[config.mk]
export PLATFORM = sky130hd
export DESIGN_NAME = mem_port_arbiter
export DESIGN_NICKNAME = d
export VERILOG_FILES = /design/src/rtl/mem_port_arbiter_pkg.sv /design/src/rtl/mem_port_arbiter_rd_tag_pipe.sv /design/src/rtl/mem_port_arbiter.sv
export SDC_FILE = /design/constraint.sdc
export NUM_CORES = 1
export LEC_CHECK = 0
export CORE_AREA = 2 2 92 94
export DETAILED_ROUTE_END_ITERATION = 12
export DIE_AREA = 0 0 94 96
export HOLD_SLACK_MARGIN = 0.03
export PLACE_DENSITY_LB_ADDON = 0.05
export SLEW_MARGIN = 20
export SYNTH_ARGS = -nofsm -noshare
export SYNTH_HDL_FRONTEND = slang
export SYNTH_SLANG_ARGS = --single-unit
[constraint.sdc]
create_clock -name clk -period 2.2 [get_ports clk]
set_clock_uncertainty 0.15 [all_clocks]
set_input_delay 0.66 -clock clk [delete_from_list [all_inputs] [get_ports clk]]
set_output_delay 0.66 -clock clk [all_outputs]
set_load 0.02 [all_outputs]
[src/rtl/mem_port_arbiter_pkg.sv]
// Shared widths, write-enable constant and read-tag encoding for the memory port arbiter.
`default_nettype none

package mem_arb_pkg;

  localparam int ADDR_W = 19;
  localparam int DATA_W = 32;

  localparam logic [3:0] WEA_NONE = 4'b0000;

  typedef enum logic [1:0] {
    TAG_NONE  = 2'b00,
    TAG_FETCH = 2'b01,
    TAG_DATA  = 2'b10
  } tag_t;

endpackage

`default_nettype wire

[src/rtl/mem_port_arbiter_rd_tag_pipe.sv]
// rd_tag_pipe: RD_LAT-deep shift register of read owners, aligned with the memory read latency.
`default_nettype none

module rd_tag_pipe
  import mem_arb_pkg::*;
#(
  parameter int RD_LAT = 1
) (
  input  logic clk,
  input  logic rstn,
  input  logic flush,
  input  tag_t load_tag,
  output logic f_rvalid,
  output logic d_rvalid
);

  tag_t stage [RD_LAT];

  // The incoming tag is never flushed: a fetch granted alongside the flush is the redirect target.
  always_ff @(posedge clk or negedge rstn) begin
    if (!rstn) begin
      for (int i = 0; i < RD_LAT; i++) begin
        stage[i] <= TAG_NONE;
      end
    end else begin
      stage[0] <= load_tag;
      for (int i = 1; i < RD_LAT; i++) begin
        stage[i] <= (flush && (stage[i-1] == TAG_FETCH)) ? TAG_NONE : stage[i-1];
      end
    end
  end

  assign f_rvalid = (stage[RD_LAT-1] == TAG_FETCH);
  assign d_rvalid = (stage[RD_LAT-1] == TAG_DATA);

endmodule

`default_nettype wire

[src/rtl/mem_port_arbiter.sv]
// mem_port_arbiter: shares one synchronous memory port between fetch and exec, with starvation guard.
`default_nettype none

module mem_port_arbiter
  import mem_arb_pkg::*;
#(
  parameter int RD_LAT   = 1,
  parameter int MAX_WAIT = 3
) (
  input  logic              clk,
  input  logic              rstn,
  input  logic              f_req,
  input  logic [ADDR_W-1:0] f_addr,
  input  logic              f_flush,
  output logic              f_gnt,
  output logic              f_rvalid,
  output logic [DATA_W-1:0] f_rdata,
  input  logic              d_req,
  input  logic [ADDR_W-1:0] d_addr,
  input  logic [DATA_W-1:0] d_wdata,
  input  logic [3:0]        d_wea,
  output logic              d_gnt,
  output logic              d_rvalid,
  output logic [DATA_W-1:0] d_rdata,
  output logic              m_enable,
  output logic [ADDR_W-1:0] m_addr,
  output logic [DATA_W-1:0] m_wdata,
  output logic [3:0]        m_wea,
  input  logic [DATA_W-1:0] m_rdata
);

  localparam logic [3:0] MAX_WAIT_C = 4'(MAX_WAIT);

  logic [3:0] starve_cnt;
  logic       starved;
  tag_t       load_tag;

  assign starved = (starve_cnt == MAX_WAIT_C);

  // Exec has priority unless fetch has lost MAX_WAIT consecutive cycles.
  assign f_gnt = f_req & (~d_req | starved);
  assign d_gnt = d_req & ~f_gnt;

  assign m_enable = f_gnt | d_gnt;
  assign m_addr   = f_gnt ? f_addr : d_addr;
  assign m_wea    = d_gnt ? d_wea : WEA_NONE;
  assign m_wdata  = d_wdata;

  assign f_rdata = m_rdata;
  assign d_rdata = m_rdata;

  always_ff @(posedge clk or negedge rstn) begin
    if (!rstn) begin
      starve_cnt <= 4'd0;
    end else if (f_gnt) begin
      starve_cnt <= 4'd0;
    end else if (f_req && !starved) begin
      starve_cnt <= starve_cnt + 4'd1;
    end
  end

  always_comb begin
    load_tag = TAG_NONE;
    if (f_gnt) begin
      load_tag = TAG_FETCH;
    end else if (d_gnt && (d_wea == WEA_NONE)) begin
      load_tag = TAG_DATA;
    end
  end

  rd_tag_pipe #(
    .RD_LAT(RD_LAT)
  ) u_tag_pipe (
    .clk      (clk),
    .rstn     (rstn),
    .flush    (f_flush),
    .load_tag (load_tag),
    .f_rvalid (f_rvalid),
    .d_rvalid (d_rvalid)
  );

endmodule

`default_nettype wire

==> reports/qor.yml <==
status: "finished with violations"
violations: "setup timing"
crit_type: "register to output port"
yosys_warnings: 0
slew_headroom_pct: 78.2
slew_violations: 0
root_buffer: "clkbuf_8"
vias: 928
synth_seq_cells: 6
fmax_ghz: 0.380
path_common_cell: "buf_6"
n_fill_cell: 898
synth_area_um2: 1380
cp_max_fo: 6
synth_top_area_share_pct: 52.3
clockBufferDepth: 2
cp-start-kind: "register"
worst_pin_slew_ns: 0.326
async_flop_share_pct: 100
placed_cell_area_um2: 1610
dp_cells: 248
port_buffers: 73
cts_sinks: 6
syn-num-nets: 267
grt_setup_unrepaired: "yes"
grt_pass1_vias: 1003
dr.first_iter.drc_count: 12
cts_max_level: 1
clk_latency_ns: 0.22
hpwl_um: 3380
gp_congestion: 0.647
synth_edf_count: 0
grt_start_max_net_pins: 7
synth_cell_types: 22
synth_commonest_cells: "buf_4 (96), mux2_4 (19), dfrtp_1 (6), and2_1 (5)"
stdcell_count: 260
antenna_found_initial: 0
crit_path_max_incr_delay_ns: 0.37
drive_above_1_share_pct: 54.2
die_area_um2: 9020
crit_chain: "ha_2 > nor3b_4 > o21ai_4 > buf_6 > mux2_4 > buf_6"
grt_remaining_overflow: 0
cap_violations: 0
hold_slack_ns: 0.461
endpoint_kind: "output port"
rows: 33
cts_buffers: 3
crit_required_ns: 1.39
drc_errors: 0
finalHoldViolations: 0
syn_inst: 155
synth_most_common_cell: "buf_4"
routed_wl_um: 3990
power.density_nw_per_um2: 401
fin_nets: 269
viasPerCell: 3.57
place_ws_ns: -1.13
clkTransAtPathRegs_ns: 0.04
die_x_um: 94
min_path_type: "register to register"
cp_slowest_cell: "dfrtp_1"
p_leak_nw: 0.857
syn_avg_cell_area_um2: 8.89
cts_tree: "yes"
synth_ff_type: "dfrtp_1"
core_area_um2: 8050
diodes: 0
arrival_ns: 1.82
drtAntennaViolNets: 0
grt_first_pass_wirelength_um: 5440
setup_ws_ns: -0.428
fin_crit_ns: 2.63
final_area_um2: 1820
yosysSeqAreaShare_pct: 10.9
period_share_pct: 119
chipHeight_um: 96
dr.pass1.iters: 4
synth_top_area_cell: "buf_4"
synth_area_leaders: "buf_4 (52%), mux2_4 (21%), dfrtp_1 (11%)"
irDropWorstVdd_mv: 0.101
syn2layout_area_growth_pct: 32.2
start_util_pct: 17.1
routedWlPerCell_um: 15.3
ioPinCount: 235
finalSetupViolCount: 25
track_usage_pct: 7.98
==> area by class of cell <==
| type | count | area, um^2 | share of cell area, % |
|---|---|---|---|
| inverter | 4 | 15.0 | 0.824 |
| clock buffer | 3 | 41.3 | 2.27 |
| tap | 105 | 131 | 7.21 |
| sequential | 6 | 150 | 8.24 |
| timing repair buffer | 96 | 978 | 53.7 |
| multi-input combinational | 46 | 505 | 27.7 |
==> per-layer routing <==
metal	routed length, um	up-vias	track usage, %
li1	-	405	-
met1	1250	405	7.07
met2	1980	80	13.9
met3	521	38	3.68
met4	243	0	6.64
met5	0	-	0
==> state kept, by name (all words and copies together), names as in the netlist <==
register / cells
starve_cnt: 4
u_tag_pipe.stage: 2
==> where the power goes <==
part           total (mW)  internal [mW]  switching (mW)
sequential          0.139          0.126          0.0123
clock               0.170          0.118          0.0517
combinational       0.422          0.265           0.157
==> repair_timing <==
item,in CTS,in global routing
resized for setup,179,9
pin swaps,6,3
setup buffers,6,4
hold buffers,0,0
endpoints found under the setup margin,26,27
gates cloned,2,0
==> layout by cell type (no fill, tap or decap), drive strengths merged <==
cell type / synthesis / final
buf: 98 / 50
clkdlybuf4s50: 0 / 43
mux2: 19 / 19
dfrtp: 6 / 6
and2: 5 / 5
nand2b: 4 / 4
inv: 4 / 4
clkbuf: 1 / 3
o21ai: 3 / 3
nor2b: 2 / 2
nand3: 2 / 2
nand2: 2 / 2
dlymetal6s2s: 0 / 2
nor3b: 1 / 1
a21oi: 1 / 1
or2: 1 / 1
nor4: 1 / 1
nand4b: 1 / 1
o2bb2ai: 1 / 1
o311ai: 1 / 1
o22ai: 1 / 1
ha: 1 / 1
clkdlybuf4s15: 0 / 1
==> worst paths after layout <==
kind,start,end,slack (ns),cells past startpoint
max,starve_cnt[1]$_DFFE_PN0P_,m_addr[3],-0.43,6
min,starve_cnt[0]$_DFFE_PN0P_,starve_cnt[0]$_DFFE_PN0P_,0.46,3
max reg2reg,starve_cnt[1]$_DFFE_PN0P_,u_tag_pipe.stage[0]$_DFF_PN0_,0.44,8
min reg2reg,starve_cnt[0]$_DFFE_PN0P_,starve_cnt[0]$_DFFE_PN0P_,0.46,3
max in group asynchronous,rstn,u_tag_pipe.stage[0]$_DFF_PN0_,1.10,1
min in group asynchronous,rstn,starve_cnt[2]$_DFFE_PN0P_,0.55,1
==> cells by family (layout without fill, tap and decap cells) <==
family          Yosys count  in the layout  share of synthesized area [%]
compound gates            7              7                           3.45
fa+ha+maj                 1              1                          0.908
buf+inv                 103            103                           55.3
flops                     6              6                           10.9
mux                      19             19                           20.7
simple gates             19             19                           8.72
==> worst max-delay path, delay by kind of cell, from the launching register on <==
family                     cells  cell delay [ns]
adders and majority gates      1             0.19
buffers and inverters          2             0.31
and+or+nand+nor                1             0.16
muxes                          1             0.31
AOI/OAI and AO/OA              1             0.23
DFF                            1             0.37
==> through the flow <==
step	setup TNS (ns)	power, mW	util (%)
finish	-9.64	0.730	22.6
CTS	-9.97	0.738	22.5
detailed placement	-27.41	0.514	20.0
floorplan	-0.763	0.560	-
global route	-11.59	0.776	22.6
global placement	-27.13	0.512	20.0
No activity file was read; power rests on OpenSTA's default activity.
